`src/rtl/uart_pkg.sv`:
```
// Shared UART constants: baud_set codes, receiver state encoding, oversample points, divisor helper.
// Latency: none (declarations only).
// Backpressure: none.
// Build option: UART_RX_PARITY_EN adds the PARITY state for 8E1 frames.
package uart_pkg;

    localparam logic [2:0] BAUD_9600   = 3'd0;
    localparam logic [2:0] BAUD_19200  = 3'd1;
    localparam logic [2:0] BAUD_38400  = 3'd2;
    localparam logic [2:0] BAUD_57600  = 3'd3;
    localparam logic [2:0] BAUD_115200 = 3'd4;

    localparam int unsigned OVERSAMPLE = 16;
    localparam int unsigned SAMPLE_LO  = 7;
    localparam int unsigned SAMPLE_HI  = 9;

`ifdef UART_RX_PARITY_EN
    typedef enum logic [2:0] {
        IDLE   = 3'd0,
        START  = 3'd1,
        DATA   = 3'd2,
        PARITY = 3'd3,
        STOP   = 3'd4
    } state_t;
`else
    typedef enum logic [2:0] {
        IDLE  = 3'd0,
        START = 3'd1,
        DATA  = 3'd2,
        STOP  = 3'd4
    } state_t;
`endif

    // Clocks per oversample tick, truncated; codes above 115200 fall back to 115200.
    // Each branch divides constants only, so this folds to a small lookup in hardware.
    function automatic int unsigned div_of(input int unsigned clk_freq, input logic [2:0] baud_set);
        case (baud_set)
            BAUD_9600:  return clk_freq / (OVERSAMPLE * 32'd9600);
            BAUD_19200: return clk_freq / (OVERSAMPLE * 32'd19200);
            BAUD_38400: return clk_freq / (OVERSAMPLE * 32'd38400);
            BAUD_57600: return clk_freq / (OVERSAMPLE * 32'd57600);
            default:    return clk_freq / (OVERSAMPLE * 32'd115200);
        endcase
    endfunction

endpackage

```
`src/rtl/uart_baud_tick_gen.sv`:
```
// Baud tick generator: one-cycle tick every div_of(CLK_FREQ, baud_set) clocks.
// Latency: first tick DIV clocks after clr drops; then one tick every DIV clocks.
// Backpressure: none; clr holds the divider at zero with tick low.
module uart_baud_tick_gen
    import uart_pkg::*;
#(
    parameter int unsigned CLK_FREQ = 50_000_000
)
(
    input  logic       clk,
    input  logic       rst,
    input  logic       clr,
    input  logic [2:0] baud_set,
    output logic       tick
);

    localparam int CW = 16;

    logic [CW-1:0] cnt;
    logic [CW-1:0] div_last;

    // Terminal count of the divider for the selected rate.
    always_comb div_last = CW'(div_of(CLK_FREQ, baud_set) - 32'd1);

    // Count 0..DIV-1 and raise tick for one cycle on each wrap.
    always_ff @(posedge clk) begin
        if (rst || clr) begin
            cnt  <= '0;
            tick <= 1'b0;
        end else if (cnt == div_last) begin
            cnt  <= '0;
            tick <= 1'b1;
        end else begin
            cnt  <= cnt + 1'b1;
            tick <= 1'b0;
        end
    end

endmodule

```
`src/rtl/uart_byte_rx.sv`:
```
// UART byte receiver: 8N1 (8E1 with UART_RX_PARITY_EN), 16x oversampling, 3-sample majority per bit.
// Latency: rx_done about 9.5 bit times after the start edge (10.5 with parity), 2-cycle sync included.
// Backpressure: none; rx_done is a one-cycle strobe and data_byte/frame_err/parity_err hold until the next one.
module uart_byte_rx
    import uart_pkg::*;
#(
    parameter int unsigned CLK_FREQ = 50_000_000
)
(
    input  logic       clk,
    input  logic       rst,
    input  logic [2:0] baud_set,
    input  logic       rs232_rx,
    output logic [7:0] data_byte,
    output logic       rx_done,
    output logic       uart_state,
    output logic       frame_err,
    output logic       parity_err
);

    localparam logic [3:0] TICK_LO   = 4'(SAMPLE_LO);
    localparam logic [3:0] TICK_MID  = 4'(SAMPLE_LO + 1);
    localparam logic [3:0] TICK_HI   = 4'(SAMPLE_HI);
    localparam logic [3:0] TICK_LAST = 4'(OVERSAMPLE - 1);

    state_t     state, next_state;
    logic       rx_s1, rx_s2, rx_prev;
    logic       fall;
    logic [2:0] baud_q;
    logic       tick, tick_clr;
    logic [3:0] slot_cnt;
    logic [2:0] bit_cnt;
    logic       smp_lo, smp_mid, maj;
    logic [7:0] shreg;
    logic       start_det, shift_en, bit_inc, done_en;
`ifdef UART_RX_PARITY_EN
    logic       par_en, par_bit;
`endif

    // Idle-high synchronizer plus one history stage for falling-edge detection.
    always_ff @(posedge clk) begin
        if (rst) begin
            rx_s1   <= 1'b1;
            rx_s2   <= 1'b1;
            rx_prev <= 1'b1;
        end else begin
            rx_s1   <= rs232_rx;
            rx_s2   <= rx_s1;
            rx_prev <= rx_s2;
        end
    end

    // A line stuck low never produces another edge, so a break cannot retrigger.
    assign fall       = rx_prev & ~rx_s2;
    // Majority of the two stored samples and the live sample taken at TICK_HI.
    assign maj        = (smp_lo & smp_mid) | (smp_lo & rx_s2) | (smp_mid & rx_s2);
    assign uart_state = (state != IDLE);
    assign tick_clr   = (state == IDLE);

    uart_baud_tick_gen #(.CLK_FREQ(CLK_FREQ)) u_tick (
        .clk      (clk),
        .rst      (rst),
        .clr      (tick_clr),
        .baud_set (baud_q),
        .tick     (tick)
    );

    // State register.
    always_ff @(posedge clk) begin
        if (rst) state <= IDLE;
        else     state <= next_state;
    end

    // Next-state and datapath strobes; STOP exits at TICK_HI so a back-to-back start edge is not missed.
    always_comb begin
        next_state = state;
        start_det  = 1'b0;
        shift_en   = 1'b0;
        bit_inc    = 1'b0;
        done_en    = 1'b0;
`ifdef UART_RX_PARITY_EN
        par_en     = 1'b0;
`endif
        case (state)
            IDLE: begin
                if (fall) begin
                    start_det  = 1'b1;
                    next_state = START;
                end
            end
            START: begin
                if (tick) begin
                    if (slot_cnt == TICK_HI && maj)  next_state = IDLE;
                    else if (slot_cnt == TICK_LAST)  next_state = DATA;
                end
            end
            DATA: begin
                if (tick) begin
                    if (slot_cnt == TICK_HI) shift_en = 1'b1;
                    if (slot_cnt == TICK_LAST) begin
                        if (bit_cnt == 3'd7) begin
`ifdef UART_RX_PARITY_EN
                            next_state = PARITY;
`else
                            next_state = STOP;
`endif
                        end else begin
                            bit_inc = 1'b1;
                        end
                    end
                end
            end
`ifdef UART_RX_PARITY_EN
            PARITY: begin
                if (tick) begin
                    if (slot_cnt == TICK_HI)   par_en     = 1'b1;
                    if (slot_cnt == TICK_LAST) next_state = STOP;
                end
            end
`endif
            STOP: begin
                if (tick && slot_cnt == TICK_HI) begin
                    done_en    = 1'b1;
                    next_state = IDLE;
                end
            end
            default: next_state = IDLE;
        endcase
    end

    // Baud latch, slot/bit counters, centre samples and LSB-first shift register.
    always_ff @(posedge clk) begin
        if (rst) begin
            baud_q   <= BAUD_9600;
            slot_cnt <= '0;
            bit_cnt  <= '0;
            smp_lo   <= 1'b0;
            smp_mid  <= 1'b0;
            shreg    <= '0;
        end else begin
            if (start_det) baud_q <= baud_set;
            if (state == IDLE) begin
                slot_cnt <= '0;
                bit_cnt  <= '0;
            end else if (tick) begin
                slot_cnt <= slot_cnt + 1'b1;
                if (slot_cnt == TICK_LO)  smp_lo  <= rx_s2;
                if (slot_cnt == TICK_MID) smp_mid <= rx_s2;
                if (bit_inc)              bit_cnt <= bit_cnt + 1'b1;
            end
            if (shift_en) shreg <= {maj, shreg[7:1]};
        end
    end

    // Publish the byte and stop-bit status only when the frame closes.
    always_ff @(posedge clk) begin
        if (rst) begin
            data_byte <= '0;
            rx_done   <= 1'b0;
            frame_err <= 1'b0;
        end else begin
            rx_done <= done_en;
            if (done_en) begin
                data_byte <= shreg;
                frame_err <= ~maj;
            end
        end
    end

`ifdef UART_RX_PARITY_EN
    // Capture the parity slot and check even parity when the frame closes.
    always_ff @(posedge clk) begin
        if (rst) begin
            par_bit    <= 1'b0;
            parity_err <= 1'b0;
        end else begin
            if (par_en)  par_bit    <= maj;
            if (done_en) parity_err <= (^shreg) ^ par_bit;
        end
    end
`else
    assign parity_err = 1'b0;
`endif

endmodule

```
`config.mk`:
```
export PLATFORM = sky130hd
export DESIGN_NAME = uart_byte_rx
export DESIGN_NICKNAME = d
export VERILOG_FILES = /design/src/rtl/uart_pkg.sv /design/src/rtl/uart_baud_tick_gen.sv /design/src/rtl/uart_byte_rx.sv
export SDC_FILE = /design/constraint.sdc
export NUM_CORES = 1
export LEC_CHECK = 0
export CAP_MARGIN = 25
export CORE_MARGIN = 4
export CORE_UTILIZATION = 44
export DETAILED_ROUTE_END_ITERATION = 12
export GPL_TIMING_DRIVEN = 0
export PLACE_DENSITY_LB_ADDON = 0.05
export SLEW_MARGIN = 5
export SYNTH_ARGS = -nofsm -noshare
export SYNTH_HDL_FRONTEND = slang
export SYNTH_SLANG_ARGS = --single-unit
```
`constraint.sdc`:
```
create_clock -name clk -period 1.4 [get_ports clk]
set_input_delay 0.14 -clock clk [delete_from_list [all_inputs] [get_ports clk]]
set_output_delay 0.14 -clock clk [all_outputs]
set_load 0.02 [all_outputs]
```
==> metrics.md, run 1 <==
| Metric | Value |
|---|---|
| # IOs | `18` |
| Switch share | `approximately a quarter` |
| Worst vdd ir | `between 0.4 and 0.5 mV` |
| Final wirelength | `~4900 µm` |
| Fmax | `~640 MHz` |
| Final net count | `between 300 and 400` |
| Top cells by area, synth | `dfxtp_1 45%, mux2i_1 10%, nor2_1 8.7%` |
| Routability Congestion | `0.8200` |
| Detail Placement HPWL | `about 3100 µm` |
| Mapped Cells | `257` |
| Vias in the first global route | `around 1800` |
| Root buffer cell | `clkbuf_8` |
| Final min period | `about 1.6 ns` |
| Synth top cells by count | `55 x nor2_1, 53 x dfxtp_1, 24 x mux2i_1` |
| Total CTS buffers | `5` |
| Clk slew on worst S/H paths | `around 0.090 ns` |
| Syn avg cell area | `9.187 µm²` |
| Inserted Diodes | `0` |
| Total gr overflow | `0` |
| Violated checks | `negative setup slack` |
| Clk buf depth | `2` |
| Initial antenna violation count | `0` |
| Setup slack after layout | `-0.1730 ns` |
| Comb power frac | `between 6 and 7%` |
| Post-synth EDFFs | `0` |
| ANT nets after route | `0` |
| CP Class | `flip-flop to flip-flop` |
| Status | `finished with violations` |
| Yosys synthesis warning count | `0` |
| Placed Area | `2716 µm²` |
| Worst path required time | `between 1.5 and 2 ns` |
| Crit path max fanout | `2` |
| Hold/Removal Path Class | `flip-flop to flip-flop` |
| Seq pwr share | `between 60% and 70%` |
| PortBufs | `16` |
| Via density | `about 5` |
| Wire per inst | `13.18 µm` |
| NetSw | `approximately 0.59 mW` |
| Synth-to-layout area growth | `35.98%` |
| Clk_skew | `0.005897 ns` |
| Crit path largest cell delay | `0.36 ns` |
| Post-synthesis sequential area ratio | `~45%` |
| H-tree Lvls | `2` |
| Pre-antenna DRT Iters | `4` |
| Clk pwr share | `between 30% and 40%` |
| Register area | `about 1100 µm²` |
| Crit path max-delay cell type | `dfxtp_4` |
| Area occupied by multi-input gates | `between 1000 and 1500 µm²` |
| Most common cell in the netlist | `nor2_1` |
| Largest net degree at the start of global routing | `17` |
| Final instance area | `3211 µm²` |
| Vias post-DR | `between 1500 and 2000` |
| Starting DRC count in detailed routing | `42` |
| Biggest area consumer among synthesized cells | `dfxtp_1` |
| Share of cells above drive strength 1 | `33.33%` |
| Final worst path period share | `112.4%` |
| Post-route DRC | `0` |
| Crit. End Element | `flip-flop` |
| Register bit count reported by yosys | `between 50 and 60` |
| Clk sinks | `between 50 and 60` |
| Ys flop type | `dfxtp_1` |
| Full die area | `about 6600 µm²` |
| Core box area | `between 5000 and 6000 µm²` |
| CTS Hold Bufs | `0` |
| RSZ-0062 raised after global routing | `true` |
| Synth async-reset ratio | `0%` |
| Die span in x | `81.25 µm` |
| Initial Util | `45.93%` |
| FP Rows | `26` |
| Yosys top cell area share | `roughly 45%` |
| Final Setup Violations | `36` |
| Power Density | `between 700 and 800 nW/µm²` |
| Die Span Y | `roughly 80 µm` |
| First-pass GRT wire length | `8252 µm` |
| P_int | `1.937 mW` |
| CP cell instances | `maj3_2, a311o_1, or3_1, o31ai_2` |
| Synthesized area | `approximately 2400 µm²` |
| Data arrival time at the worst-slack endpoint | `roughly 1.8 ns` |
| Post-Syn Nets | `between 200 and 300` |
| Max Slew Vio Count | `0` |
| Leakage power | `1.403 nW` |
| Clock latency on the worst-skew pair | `0.30 ns` |
| Startpoint Class | `flip-flop` |
| MaxCap Viol Count | `0` |
| Filler cell count | `464` |
| CTS tree | `done` |
| Synth cell types | `44` |
| Final hold violation count | `0` |
| Placed cells | `around 340` |
| Gr usage total | `roughly 16%` |
| Post-Layout Cell Count | `370` |
[cell type report]
class	instances	share of cell area, %
timing repair buffer	41	12.00
inverter	7	0.8184
clock buffer	6	2.260
tap	70	2.728
buffer	10	2.923
sequential	53	34.45
multi-input combinational	181	44.39
clock inverter	2	0.4287
[placed cells by master (no fill, tap or decap), types with 6 or more instances in the layout]
cell and n:
buf_4 21, buf_6 10, clkdlybuf4s50_1 6, dfxtp_1 35, dfxtp_2 9, dfxtp_4 9, mux2i_1 23, nand2_1 8
nand4_1 9, nor2_1 48, xnor2_1 8, xor2_1 12
[critical path: cells and delay by family, from the launching register on]
kind | cells | cell delay [ns]
flip-flops | 1 | 0.36
AND/OR/NAND/NOR | 1 | 0.34
AO/OA/AOI/OAI | 2 | 0.48
adder cells (fa/ha/maj) | 1 | 0.31
[what timing repair did]
item                       CTS  global route
cloned                       2             0
setup endpoints to repair   51            52
gates resized for setup     54            28
buffers inserted            20             3
pin swaps                   24            11
[cell families (layout without fill, tap and decap cells)]
logic type	count (synthesis)	after routing	synth area share, %
adder cells (fa/ha/maj)	7	7	3.656
multiplexers	24	24	10.17
AND/OR/NAND/NOR	112	112	23.16
AO/OA/AOI/OAI	17	17	5.618
XOR/XNOR	20	20	7.419
flip-flops	53	53	44.94
buffers and inverters	23	66	4.875
other	1	1	0.1588
[state kept, by name, summed over array words and instances (netlist names)]
name / cells
slot_cnt: 4
rx_prev: 1
u_tick.cnt: 16
state: 3
shreg: 8
baud_q: 3
rx_s2: 1
frame_err: 1
rx_s1: 1
smp_lo: 1
rx_done: 1
smp_mid: 1
bit_cnt: 3
u_tick.tick: 1
data_byte: 8
[final timing paths]
kind	from	to	slack, ns	cells past startpoint
setup / recovery	rx_s2	state[1]	-0.17	4
hold / removal	rx_s1	rx_s2	0.41	1
setup reg to reg	rx_s2	state[1]	-0.17	4
hold reg to reg	rx_s1	rx_s2	0.41	1
[routing by layer]
layer	up-vias	GRT usage, %	part of all wire, %
met4	0	5.743	1.6
met2	21	27.01	50
met3	7	3.769	3.0
met1	867	20.33	46
met5	-	0	0
li1	962	-	-
[per-stage QoR]
step	setup WS, ns	hold slack (ns)	setup TNS (ns)	total power, mW	util [%]
2_1_floorplan	-0.1094	0.2438	-1.165	1.648	-
6_report	-0.1730	0.4110	-3.923	2.526	62.46
5_1_grt	-0.2441	0.4257	-6.938	2.642	62.46
4_1_cts	-0.2357	0.4209	-4.329	2.556	60.56
3_3_place_gp	-0.2123	0.3945	-6.280	1.689	52.85
3_5_place_dp	-0.2189	0.3937	-6.582	1.690	52.85
[power groups by stage]
stage	combinational, mW	clock (mW)	sequential, mW
final	0.156	0.851	1.52
after global routing	0.171	0.950	1.52
after CTS	0.148	0.887	1.52
after detailed placement	0.124	0	1.57
after global placement	0.124	0	1.57
after floorplan	0.0861	0	1.56
Power figures use the tool's default switching activity.
==> run 2, diff against run 1 <==
CAP_MARGIN = unset   (was 25)
CORE_UTILIZATION = 40   (was 44)
==> metrics.md, run 2 (same netlist as run 1, synthesis figures left out) <==
| Metric | Value |
|---|---|
| Flip-flop count of the largest register after layout | `16 (unchanged)` |
| GRT met1 Usage | `18.29% (-2.0 points)` |
| Most Used Layer, Global Route | `met2` |
| Leakage power | `1.364 nW (-2.8%)` |
| Worst r2r dst | `u_tick.cnt[5]` |
| Fmax | `624.3 MHz (-1.8%)` |
| Top flop regs | `u_tick.cnt x16, data_byte x8, shreg x8` |
| Total CTS buffers | `5 (unchanged)` |
| CTS Hold Bufs | `0 (unchanged)` |
| Power Density | `862.2 nW/µm² (+9.6%)` |
| Worst vdd ir | `0.4336 mV (-9.2%)` |
| Detail Placement HPWL | `3190 µm (+2.6%)` |
| # IOs | `18 (unchanged)` |
| Startpoint Class | `flip-flop` |
| Vias in the first global route | `1812 (+0.83%)` |
| ANT nets after route | `0 (unchanged)` |
| Status | `finished with violations` |
| H-tree Lvls | `2 (unchanged)` |
| Core box area | `5608 µm² (+9.1%)` |
| Fin util | `56.49% (-6.0 points)` |
| CP Class | `flip-flop to flip-flop` |
| Final net count | `313 (+0.64%)` |
| Largest net degree at the start of global routing | `17 (unchanged)` |
| Die span in x | `84.83 µm (+4.4%)` |
| RSZ-0062 raised after global routing | `true` |
| Clk_skew | `0.008018 ns (+0.002120 ns)` |
| Filler cell count | `515 (+11%)` |
| Full die area | `7195 µm² (+9.0%)` |
| Post-Layout Cell Count | `374 (+1.1%)` |
| FF-to-FF Start | `baud_q[1]` |
| Clk slew on worst S/H paths | `0.09 ns (about the same)` |
| Setup slack after layout | `-0.2018 ns (-0.02872 ns)` |
| FF-to-FF path depth | `6 (+2)` |
| MaxCap Viol Count | `0 (unchanged)` |
| Synth-to-layout area growth | `34.18%` |
| Initial Util | `42.10% (-3.8 points)` |
| Max Slew Vio Count | `0 (unchanged)` |
| Starting DRC count in detailed routing | `61 (+45%)` |
| Via density | `4.963 (-1.1%)` |
| Gr usage total | `14.36% (-1.8 points)` |
| Final hold violation count | `0 (unchanged)` |
| Commonest non-fill, non-tap cell in the layout | `nor2_1` |
| Crit path capture | `u_tick.cnt[5]` |
| Data arrival time at the worst-slack endpoint | `1.81 ns (+0.02 ns)` |
| FP Rows | `27 (+3.8%)` |
| Root buffer cell | `clkbuf_8` |
| Hold/Removal Path Class | `input port to flip-flop` |
| Crit. End Element | `flip-flop` |
| Placed cells | `345 (+0.58%)` |
| Total gr overflow | `0 (unchanged)` |
| Vias post-DR | `1856 (-0.054%)` |
| Wire per inst | `13.23 µm (+0.37%)` |
| Biggest register | `u_tick.cnt` |
| PortBufs | `16 (unchanged)` |
| Crit path max fanout | `5 (+3)` |
| Clk sinks | `53 (unchanged)` |
| CTS tree | `done` |
| R2R Setup Slk | `-0.20 ns (-0.03 ns)` |
| Final worst path period share | `114.4% (+2.1 points)` |
| Beginning of the critical path | `baud_q[1]` |
| Clock latency on the worst-skew pair | `0.31 ns (about the same)` |
| Initial antenna violation count | `0 (unchanged)` |
| Violated checks | `negative setup slack` |
| Final wirelength | `4948 µm (+1.5%)` |
| Worst path required time | `1.61 ns (about the same)` |
| Die Span Y | `84.83 µm (+4.4%)` |
| Share of cells above drive strength 1 | `32.45% (-0.88 points)` |
| Min Hold Slack | `0.4111 ns (+0.0001230 ns)` |
| Final min period | `1.602 ns (+0.02872 ns)` |
| Met2 Use GR | `23.56% (-3.5 points)` |
| Post-route DRC | `0 (unchanged)` |
| First-pass GRT wire length | `8369 µm (+1.4%)` |
| Pre-antenna DRT Iters | `4 (unchanged)` |
| Routability Congestion | `0.7869 (-4.0%)` |
| Final Setup Violations | `25 (-31%)` |
| Most frequent cells in the layout | `50 x nor2_1, 34 x dfxtp_1, 23 x mux2i_1, 23 x buf_4, 13 x dfxtp_2` |
| Inserted Diodes | `0 (unchanged)` |
| M3 GR Usage | `3.010% (-0.76 points)` |
| Clk buf depth | `2 (unchanged)` |
==> run 2: cell count changes in the layout (fill, tap and decap cells not counted), sizes merged <==
cell,delta
buf,+1
bufinv,+1
nand2b,+1
dlymetal6s2s,-3
clkdlybuf4s50,-1
dlygate4sd2,+4
inv,-1
==> run 2: critical path, cell delays in order, from the launching register on <==
cell and delay (ns):
dfxtp_4 0.35, or3_1 0.36, a211o_1 0.27, nand3_2 0.09, a41o_1 0.24, buf_6 0.15, nor2_1 0.04
==> run 2: per-stage QoR <==
step / total power, mW / setup TNS [ns] / setup WS [ns] / area (µm²)
2_1_floorplan: 1.648 / -1.165 / -0.1094 / 2469
4_1_cts: 2.764 / -2.888 / -0.2046 / 3052
3_5_place_dp: 1.691 / -7.005 / -0.2367 / 2719
6_report: 2.731 / -3.116 / -0.2018 / 3168
5_1_grt: 2.844 / -5.672 / -0.2679 / 3168
3_3_place_gp: 1.691 / -7.038 / -0.2387 / 2719
==> run 2: worst min path at each step <==
| stage | startpoint | end | slack [ns] | cells past startpoint |
|---|---|---|---|---|
| global placement | rx_s1 | rx_s2 | 0.39 | 1 |
| global route | rs232_rx | rx_s1 | 0.43 | 2 |
| detailed placement | rx_s1 | rx_s2 | 0.41 | 1 |
| floorplan | rs232_rx | rx_s1 | 0.24 | 1 |
| finish | rs232_rx | rx_s1 | 0.41 | 2 |
| CTS | rs232_rx | rx_s1 | 0.41 | 2 |
==> run 2: timing repair <==
action                                  in CTS  in global routing
cloned                                       1                  1
pin swaps                                   15                  9
endpoints found under the setup margin      55                 45
buffers inserted                            20                  6
hold endpoints to repair                     0                  0
gates resized for setup                     50                 20
==> run 2: area by class of cell <==
cell class / count / area [µm²] / area share, %
multi-input cells: 182 / 1375 / 43.40
flip-flops and latches: 53 / 1100 / 34.72
repair buffers: 43 / 382.9 / 12.09
well taps: 72 / 90.09 / 2.844
plain buffers: 9 / 82.58 / 2.607
clock buffers: 6 / 72.57 / 2.291
clock inverters: 2 / 38.79 / 1.224
inverters: 7 / 26.28 / 0.8294
==> run 2: where the power goes <==
part	internal, mW	switching (mW)
logic	0.0879	0.0763
registers	1.51	0.0145
clock network	0.537	0.508
==> run 2: routing by layer <==
layer  wire [µm]  vias to the layer above  part of all wire [%]
met4          85                        0                   1.7
met1        2303                      868                    47
li1            -                      963                     -
met3         169                        7                   3.4
met2        2390                       18                    48
met5           0                        -                     0
